### config.mk
export PLATFORM = sky130hd
export DESIGN_NAME = instruction_fetch
export DESIGN_NICKNAME = d
export VERILOG_FILES = /design/src/rtl/cpu_pkg.sv /design/src/rtl/instruction_fetch.sv
export SDC_FILE = /design/constraint.sdc
export NUM_CORES = 1
export LEC_CHECK = 0
export BUFFER_PORTS_ARGS = -buffer_cell sky130_fd_sc_hd__buf_2
export CORE_ASPECT_RATIO = 0.5
export CORE_MARGIN = 5
export CORE_UTILIZATION = 47
export DETAILED_ROUTE_END_ITERATION = 12
export GPL_TIMING_DRIVEN = 0
export PLACE_DENSITY = 0.88
export SLEW_MARGIN = 20
export SYNTH_ARGS = -nofsm -noshare
export SYNTH_HDL_FRONTEND = slang
export SYNTH_SLANG_ARGS = --single-unit
### constraint.sdc
create_clock -name clock -period 4.78 [get_ports clock]
set_input_delay 1.195 -clock clock [delete_from_list [all_inputs] [get_ports clock]]
set_output_delay 1.195 -clock clock [all_outputs]
set_load 0.1 [all_outputs]
### src/rtl/cpu_pkg.sv
// Shared CPU definitions: memory mode encoding, opcodes, fetch states and
// the rule deciding whether an opcode word is followed by an extension word.
package cpu_pkg;

  localparam logic READ_MODE  = 1'b0;
  localparam logic WRITE_MODE = 1'b1;

  localparam logic [3:0] OP_ALU  = 4'd0;
  localparam logic [3:0] OP_LOAD = 4'd1;
  localparam logic [3:0] OP_JUMP = 4'd2;
  localparam logic [3:0] IMM_SEL = 4'hF;

  typedef enum logic [2:0] {
    OP_ADDR  = 3'd0,
    OP_DATA  = 3'd1,
    EXT_ADDR = 3'd2,
    EXT_DATA = 3'd3,
    HOLD     = 3'd4
  } fetch_state_t;

  function automatic logic has_ext_word(input logic [31:0] word);
    logic ext;
    case (word[31:28])
      OP_JUMP: ext = 1'b1;
      OP_LOAD: ext = (word[8:5] == IMM_SEL);
      OP_ALU:  ext = (word[13:10] == IMM_SEL);
      default: ext = 1'b0;
    endcase
    return ext;
  endfunction

endpackage

### src/rtl/instruction_fetch.sv
// Fetches one- or two-word instructions from a registered-read memory and
// presents them as a bundle to the decoder with a valid/ready handshake.
//
// state    | meaning
// OP_ADDR  | opcode address (pc) presented to memory
// OP_DATA  | opcode word returned; capture and decode extension rule
// EXT_ADDR | extension address (pc+1) presented to memory
// EXT_DATA | extension word returned; capture it
// HOLD     | bundle valid, waiting for instr_ready
module instruction_fetch
  import cpu_pkg::*;
#(
  parameter logic [31:0] RESET_PC = 32'h0000_0000
) (
  input  logic        clock,
  input  logic        reset,
  output logic [31:0] mem_address,
  output logic        mem_mode,
  output logic [31:0] mem_data_in,
  input  logic [31:0] mem_data_out,
  output logic        instr_valid,
  input  logic        instr_ready,
  output logic [31:0] instr_word,
  output logic [31:0] instr_ext,
  output logic        instr_has_ext,
  output logic [31:0] instr_pc,
  input  logic        redirect_valid,
  input  logic [31:0] redirect_target
);

  fetch_state_t state;
  logic [31:0]  pc;

  assign mem_mode    = READ_MODE;
  assign mem_data_in = 32'h0000_0000;
  assign instr_valid = (state == HOLD);
  // Address stays put for the whole addr/data pair so the single read completes.
  assign mem_address = ((state == EXT_ADDR) || (state == EXT_DATA)) ? pc + 32'd1 : pc;

  always_ff @(posedge clock or posedge reset) begin
    if (reset) begin
      state         <= OP_ADDR;
      pc            <= RESET_PC;
      instr_word    <= 32'h0000_0000;
      instr_ext     <= 32'h0000_0000;
      instr_has_ext <= 1'b0;
      instr_pc      <= 32'h0000_0000;
    end else if (redirect_valid) begin
      pc    <= redirect_target;
      state <= OP_ADDR;
    end else begin
      case (state)
        OP_ADDR: state <= OP_DATA;
        OP_DATA: begin
          instr_word    <= mem_data_out;
          instr_pc      <= pc;
          instr_ext     <= 32'h0000_0000;
          instr_has_ext <= 1'b0;
          state         <= has_ext_word(mem_data_out) ? EXT_ADDR : HOLD;
        end
        EXT_ADDR: state <= EXT_DATA;
        EXT_DATA: begin
          instr_ext     <= mem_data_out;
          instr_has_ext <= 1'b1;
          state         <= HOLD;
        end
        HOLD: begin
          if (instr_ready) begin
            pc    <= pc + 32'd1 + {31'd0, instr_has_ext};
            state <= OP_ADDR;
          end
        end
        default: state <= OP_ADDR;
      endcase
    end
  end

endmodule

==> flow_summary_export.csv <==
group,metric,value,unit
run_status,outcome,"complete, no violations",
drt,detail-route-antenna-nets,0,
final_layout,area_growth,27.4,%
pwr,p_per_area,569,nW/um2
worst_setup_path,worstPathArrival,3.39,ns
worst_setup_path,path_class,"register to output pin",
grt,grt_start_max_net_pins,96,
synthesis,netlist_area,7430,um2
cts,cts.clk_slew.worst_paths,0.05,ns
synthesis,netlist.area_leader.share,44.4,%
cts,ctsRootBufferMaster,"clkbuf_16",
synthesis,synth_warnings,0,
synthesis,synth_area_leaders,"dfrtp_1 (44%), mux2_2 (11%), nand2_1 (6.6%)",
min_path,worstHoldPathType,"register to register",
synthesis,yosysSeqAreaShare,44.4,%
pwr,peakVddDrop,0.380,mV
worst_setup_path,cp.required,3.59,ns
floorplanning,core_area,15500,um2
final_layout,final_area,9470,um2
floorplanning,ioPinCount,231,
floorplanning,initial_core_util,48.1,%
drt,wl_per_cell,18.3,um
floorplanning,die_h,98.9,um
timing,relSlewSlack,35.5,%
worst_setup_path,start_kind,"register",
final_layout,num-fill-cells,1285,
worst_setup_path,r2r_start,"pc[1]",
cts,clock_latency,0.42,ns
min_path,hp-start,"instr_ext[27]",
placement,place_area,8830,um2
final_layout,multi_input_area,3750,um2
placement,gp_congestion,0.921,
synthesis,yosysMostFrequentCell,"dfrtp_1",
cts,post-cts-setup-buffers,0,
timing,worstMarginPinSlew,0.943,ns
worst_setup_path,endpoint_kind,"output pin",
synthesis,avgSynthCellArea,9.47,um2
timing,skew,0.0104,ns
final_layout,layout-drive-gt1-share,34.5,%
placement,hpwlAfterDp,16800,um
worst_setup_path,r2r_end,"pc[24]",
floorplanning,num_rows,32,
final_layout,final_nets,1105,
pwr,total_power,5390,uW
timing,fin_ws,0.200,ns
timing,rsz0062_at_grt,"false",
synthesis,ys_ff_latch,132,
grt,gr-total-overflow,0,
min_path,worstHoldEndpoint,"instr_ext[27]",
grt,antenna_found_initial,0,
timing,period_share,95.8,%
final_layout,regArea,3300,um2
placement,post-place-ws,0.572,ns
synthesis,synth-main-ff-cell,"dfrtp_1",
timing,fmax,218,MHz
timing,slew_viol_final,0,
worst_setup_path,cp_max_fo,10,
worst_setup_path,startpoint,"state[1]",
floorplanning,fp.dieW,188,um
synthesis,syn_inst,785,
drt,drtPass1Iterations,5,
drt,num_vias,6847,
synthesis,synth_enable_flop_cells,0,
grt,grt_pass1_vias,6825,
min_path,min_path_cells,2,
grt,gr-usage-all-layers,24.2,%
timing,final-hold-violation-count,0,
final_layout,antennaDiodeCount,0,
cts,cts_sinks,132,
cts,cts.path.max_buffers,2,
drt,drc_errors,0,
synthesis,yosys-top-cells-count,"dfrtp_1 (132), nand2_1 (130), mux2_2 (73)",
grt,grt_pass1_wl,36300,um
drt,routed_wl,22900,um
worst_setup_path,timing.reg2reg.worst_path_depth,10,
job,maxCapViolCount,0,
cts,cts_tree,"done",
timing,min_period,4.58,ns
synthesis,synth_cell_type_count,65,
pwr,power.leakage,0.00426,uW
synthesis,async_flop_share,100,%
timing,setup_violations,0,
worst_setup_path,r2r_slack,1.12,ns
drt,avgViaCountPerCell,5.47,
cts,htreeDepth,4,
drt,drt_iter0_markers,551,
placement,portBuffers,197,
floorplanning,die_area,18600,um2
cts,cts_buffers,17,
synthesis,synth_top_cell_by_area,"dfrtp_1",
worst max-delay path by stage:
stage | cells past startpoint | to | slack, ns
detailed placement | 7 | mem_address[19] | 0.57
global route | 9 | mem_address[30] | 0.1
global placement | 2 | instr_pc[29] | -1.31
finish | 7 | mem_address[14] | 0.20
floorplan | 1 | instr_ext[0] | 0.06
CTS | 7 | mem_address[19] | 0.15
layout make-up:
cell class / count / share of cell area [%]
repair buffers: 198 / 10.7
clock inverters: 13 / 2.09
multi-input cells: 587 / 39.6
inverters: 3 / 0.198
clock buffers: 19 / 4.57
plain buffers: 95 / 5.26
well taps: 204 / 2.70
flip-flops and latches: 132 / 34.9
metrics by stage:
| step | std cells | hold WS (ns) | util (%) | setup TNS [ns] |
|---|---|---|---|---|
| after floorplan | 817 | 0.450 | - | 0 |
| after global placement | 1218 | 0.457 | 56.9 | -172.37 |
| after detailed placement | 1219 | 0.469 | 57.1 | 0 |
| after CTS | 1251 | 0.482 | 61.2 | 0 |
| after global routing | 1251 | 0.506 | 61.3 | 0 |
| final | 1251 | 0.475 | 61.3 | 0 |
where the power goes:
part	internal, uW	total (uW)	switching (uW)
clock network	883	1420	536
registers	1330	1450	116
logic	420	2520	2100
cell usage in the layout (no fill, tap or decap), types with 21 or more instances in the layout:
cell	n
o21ai_0	53
conb_1	33
nand2_1	130
dfrtp_1	132
clkbuf_1	47
xnor2_1	46
mux2_2	73
buf_2	211
nand3_1	21
buf_4	33
xor2_1	21
nor2_1	50
repair_timing:
| action | in CTS | in global routing |
|---|---|---|
| hold buffers | 0 | 0 |
| hold endpoints to repair | 0 | 0 |
| endpoints found under the setup margin | 0 | 3 |
| resized for setup | 0 | 1 |
flip-flops by register name, indices dropped and copies added (netlist names):
name           flops
instr_ext         32
instr_pc          32
instr_word        32
pc                32
state              3
instr_has_ext      1
critical path, cell delays in order (launching register included):
cell	delay, ns
dfrtp_1	0.37
clkbuf_1	0.42
nor2b_1	0.19
clkbuf_1	0.48
clkbuf_1	0.62
nand2_1	0.15
xnor2_1	0.25
buf_2	0.48
kinds of logic (layout without fill, tap and decap cells):
family          after synthesis  after routing  share of synthesized area (%)
buf+inv                      98            328                           6.85
xor+xnor                     67             67                           7.90
mux                          77             77                           11.6
compound gates              114            114                           9.46
other cells                   1             33                         0.0505
simple gates                293            293                           19.2
fa+ha+maj                     3              3                          0.505
flops                       132            132                           44.4
metal layers:
metal | part of all wire [%] | routed length (um) | vias up | global-route usage (%)
met4 | 2.7 | 611 | 0 | 8.29
li1 | - | - | 3150 | -
met1 | 42 | 9620 | 3291 | 31.5
met3 | 8.8 | 2030 | 58 | 6.97
met2 | 46 | 10700 | 348 | 39.1
met5 | 0 | 0 | - | 0
Note: power is estimated with default switching activity, not from simulation.
